## src/rtl/serial_word_collector.sv

```systemverilog
// rtl/serial_word_collector.sv - assembles a serial bit stream into WIDTH-bit words offered over valid/ready; optional PARITY_CHECK_EN adds an even-parity bit per frame
module serial_word_collector #(
  parameter int WIDTH     = 7,
  parameter int MSB_FIRST = 1
) (
  input  logic             clk,
  input  logic             reset,
  input  logic             bit_in,
  input  logic             bit_valid,
  output logic             bit_ready,
  input  logic             flush,
  output logic [WIDTH-1:0] word_out,
  output logic             word_valid,
  input  logic             out_ready,
  output logic [7:0]       word_count,
  output logic             parity_err
);

`ifdef PARITY_CHECK_EN
  // The last serial bit of each frame is the parity bit, not data.
  localparam int FRAME = WIDTH + 1;
`else
  localparam int FRAME = WIDTH;
`endif
  localparam int               CNT_W = $clog2(FRAME);
  localparam logic [CNT_W-1:0] LAST  = CNT_W'(FRAME - 1);

  logic [CNT_W-1:0] r_cnt;
  logic [WIDTH-1:0] r_shift;
  logic [WIDTH-1:0] r_word;
  logic             r_word_valid;
  logic [7:0]       r_word_count;

  logic             w_last;
  logic             w_stall;
  logic             w_accept;
  logic             w_complete;
  logic             w_consume;
  logic             w_shift_en;
  logic [WIDTH-1:0] w_shift_next;
  logic [WIDTH-1:0] w_word_next;

  // Handshake decode: stall only when the final bit would overwrite an unconsumed word.
  always_comb begin
    w_last     = (r_cnt == LAST);
    w_stall    = w_last && r_word_valid && !out_ready;
    w_accept   = bit_valid && !w_stall;
    w_complete = w_accept && w_last && !flush;
    w_consume  = r_word_valid && out_ready;
    w_shift_en = w_accept && !flush && !w_last;
  end

  assign bit_ready = !w_stall;

  // Next shift-register value with the incoming bit inserted at the configured end.
  always_comb begin
    w_shift_next = r_shift;
    if (MSB_FIRST != 0) begin
      w_shift_next = {r_shift[WIDTH-2:0], bit_in};
    end else begin
      w_shift_next = {bit_in, r_shift[WIDTH-1:1]};
    end
  end

  // Finished word: with parity the data is already in the shift register, otherwise
  // the final accepted bit still has to be merged in.
  always_comb begin
`ifdef PARITY_CHECK_EN
    w_word_next = r_shift;
`else
    w_word_next = w_shift_next;
`endif
  end

  // Bit counter and shift register; flush and completion both restart the frame.
  always_ff @(posedge clk) begin
    if (reset) begin
      r_cnt   <= '0;
      r_shift <= '0;
    end else if (flush) begin
      r_cnt   <= '0;
      r_shift <= '0;
    end else if (w_complete) begin
      r_cnt   <= '0;
      r_shift <= '0;
    end else if (w_shift_en) begin
      r_cnt   <= r_cnt + CNT_W'(1);
      r_shift <= w_shift_next;
    end
  end

  // Output holding register; it keeps its value after consumption.
  always_ff @(posedge clk) begin
    if (reset) begin
      r_word       <= '0;
      r_word_valid <= 1'b0;
    end else if (w_complete) begin
      r_word       <= w_word_next;
      r_word_valid <= 1'b1;
    end else if (w_consume) begin
      r_word_valid <= 1'b0;
    end
  end

  // Delivered-word counter, wraps naturally at 8 bits.
  always_ff @(posedge clk) begin
    if (reset) begin
      r_word_count <= '0;
    end else if (w_consume) begin
      r_word_count <= r_word_count + 8'd1;
    end
  end

`ifdef PARITY_CHECK_EN
  logic r_parity_err;

  // Even-parity check over data plus parity bit, loaded alongside the word.
  always_ff @(posedge clk) begin
    if (reset) begin
      r_parity_err <= 1'b0;
    end else if (w_complete) begin
      r_parity_err <= (^r_shift) ^ bit_in;
    end
  end

  assign parity_err = r_parity_err;
`else
  assign parity_err = 1'b0;
`endif

  assign word_out   = r_word;
  assign word_valid = r_word_valid;
  assign word_count = r_word_count;

endmodule

```

## config.mk

```make
export PLATFORM = sky130hd
export DESIGN_NAME = serial_word_collector
export DESIGN_NICKNAME = d
export VERILOG_FILES = /design/src/rtl/serial_word_collector.sv
export SDC_FILE = /design/constraint.sdc
export NUM_CORES = 1
export LEC_CHECK = 0
export CAP_MARGIN = 0
export CORE_ASPECT_RATIO = 0.9
export CORE_MARGIN = 1.5
export CORE_UTILIZATION = 45
export CTS_CLUSTER_DIAMETER = 100
export DETAILED_ROUTE_END_ITERATION = 8
export PLACE_DENSITY = 0.72
export SYNTH_ARGS = -nofsm -noshare
export SYNTH_HDL_FRONTEND = slang
export SYNTH_SLANG_ARGS = --single-unit
```

## constraint.sdc

```tcl
create_clock -name clk -period 1.43 [get_ports clk]
set_input_delay 0.286 -clock clk [delete_from_list [all_inputs] [get_ports clk]]
set_output_delay 0.286 -clock clk [all_outputs]
set_load 0.1 [all_outputs]
```

==> run metrics <==
final-stage net count=174; RSZ-0062 raised after global routing=yes; FF+latch count, synth=25; Die X=54.9 um; largest net degree at the start of global routing=16; Clock Latency Late Sink=0.32 ns; area of the multi-input gates=577 um2; hpwl dp=1960 um; row count=16; Die Span Y=49.7 um; final core utilization=75.4%; async set-reset flop share out of synthesis=0%; Final Cycle Share=108%; hold_ws=0.492 ns; power per cell area=651 nW/um2; ANT nets after route=0; Synth Flop Type=dfxtp_1; Synth Cell Area=1090 um2; DIE AREA=2730 um2; # DRC=0; area occupied by registers=532 um2; WP buf/inv=2; CTS tree=built; DP Area=1600 um2; critical path class=register to primary output; Fmax=647 MHz; final clock skew=0.00832 ns; startpoint type of the worst setup path=register; Hold Crit Class=register to register; root buf cell=clkbuf_4; Sink Count=25; min Tclk post-route=1.55 ns; Top delay family on crit path=flip-flops; global-route congestion overflow total=0; Synth Warn #=0; setup ws final=-0.116 ns; CP endpoint kind=primary output; Critical Path RT=1.14 ns; Netlist cell types=30; Post-synth EDFFs=0; critical path arrival=1.26 ns; Avg Inst Size Synth=8.40 um2; crit-path cells=inv_2, ha_4, and2_4, nand2_4, buf_12; Setup WS pre-CTS=-0.302 ns; share of cells above drive strength 1=36.6%; syn nets=139; diodes inserted=0; gr usage total=22.7%; Seq/Total Area, Yosys=45.8%; Leakage Power=0.612 nW; global-route wire length before repair=4620 um; Final Hold Viols=0; final RePlAce weighted congestion=0.774; CP max-delay cell=dfxtp_2; drt total wl=2720 um; core area=2240 um2; clock transition at the registers of the reported paths=0.15 ns; Power Total=1.10 mW; cell area after layout=1690 um2; first drt pass iteration count=5; Layout area overhead=54.9%; Max VDD drop=0.000645 V; failing checks=negative setup slack; htree depth=1; Num CTS Buffers=3; status=complete, but fails checks; Max Transition Viols Final=0; Mapped Cells=130; Starting Density=48.7%; port bufs=22; vias in the first global route=1035; Crit path largest cell delay=0.36 ns; fillers=160; CP max FO=2; routed via count=1112; Max Cap Violations=0; setup violators final=1; clock buffer depth=2; initial antenna violation count=0; wire length per cell=14.3 um; io pins=24; DRT iter0 DRCs=50; Vias/cell=5.82
-- metal layers --
| metal | share of wire [%] | global-route usage, % | vias up |
|---|---|---|---|
| met5 | 0 | 0 | - |
| met4 | 0 | 4.07 | 0 |
| met3 | 6.8 | 6.36 | 0 |
| met2 | 47 | 32.5 | 52 |
| met1 | 46 | 34.2 | 527 |
| li1 | - | - | 533 |
-- cell families (layout without fill, tap and decap cells) --
| kind of cell | count (synthesis) | count (layout) | synth area share (%) |
|---|---|---|---|
| AO/OA/AOI/OAI | 43 | 43 | 21.1 |
| flip-flops | 25 | 25 | 45.8 |
| multiplexers | 1 | 1 | 1.03 |
| adder cells (fa/ha/maj) | 3 | 3 | 3.44 |
| AND/OR/NAND/NOR | 44 | 44 | 22.5 |
| buffers and inverters | 11 | 45 | 4.24 |
| other | 1 | 1 | 0.343 |
| XOR/XNOR | 2 | 2 | 1.60 |
-- worst register-to-register path, delay by kind of cell (launching register included) --
kind	cells	cell delay, ns
AOI/OAI and AO/OA	1	0.14
adders and majority gates	1	0.14
and+or+nand+nor	2	0.54
buffers and inverters	2	0.19
DFF	1	0.35
-- timing repair --
action,CTS,global route
setup buffers,3,2
hold buffers,0,0
gates resized for setup,8,4
setup endpoints to repair,1,3
pin swaps,2,3
-- synth_stat cells, types with 3 or more instances --
library cell	count	area share [%]
o21ai_0	16	7.3
clkbuf_1	5	1.7
nor2_1	5	1.7
a21oi_1	22	10
dfxtp_1	25	46
inv_1	3	1.0
nand2_1	6	2.1
o31ai_1	3	2.1
nand3_1	17	7.8
ha_1	3	3.4
-- state kept, by name, indices dropped and copies added (netlist names) --
signal and cells:
word_count 8, word_out 7, r_shift 6, r_cnt 3, word_valid 1
-- placed cells by master, fill, tap and decap left out --
cell             count
nand2_4              1
ha_1                 2
mux2_2               1
o21ai_2              1
o21ai_0             14
o31ai_1              3
dfxtp_1             14
clkbuf_4             3
buf_4               16
or3_2                1
o21ai_1              2
inv_4                1
and2_4               1
nand4b_1             1
ha_4                 1
nand3_2              1
nand2_2              1
clkdlybuf4s50_1      4
nand2b_1             1
inv_2                1
nor2_1               5
and4b_1              1
nand2_1              4
buf_12              17
dfxtp_2              4
dfxtp_4              7
nor2b_1              2
a311oi_2             1
or4_1                2
and2b_2              1
nand3_1             17
or3_1                2
conb_1               1
nand4_1              2
dlygate4sd2_1        1
a21oi_1             22
or2b_2               1
inv_1                2
xor2_1               2
-- stage by stage --
stage | std cells | TNS (ns)
3_3_place_gp | 182 | -3.67
3_5_place_dp | 182 | -4.60
6_report | 191 | -0.116
2_1_floorplan | 130 | -0.0318
5_1_grt | 191 | -0.173
4_1_cts | 189 | -0.149
-- power breakdown --
part           internal, mW  switching, mW  total, mW
clock                 0.109          0.218      0.326
combinational        0.0374         0.0489     0.0863
sequential            0.686        0.00235      0.688
total                 0.832          0.269       1.10
-- worst paths after layout --
check | startpoint | endpoint | slack (ns) | cells after the start
hold / removal | r_shift[3] | word_out[4] | 0.49 | 2
setup reg to reg | r_cnt[0] | word_out[1] | 0.03 | 6
setup / recovery | r_cnt[0] | bit_ready | -0.12 | 5
hold reg to reg | r_shift[3] | word_out[4] | 0.49 | 2
-- layout make-up --
class                           count  share of cell area (%)
Clock buffer                        3                    1.33
Clock inverter                      1                   0.370
Inverter                            3                   0.666
Multi-Input combinational cell     94                    34.1
Sequential cell                    25                    31.4
Tap cell                           27                    2.00
Timing Repair Buffer               38                    30.1
Power figures use the tool's default switching activity.
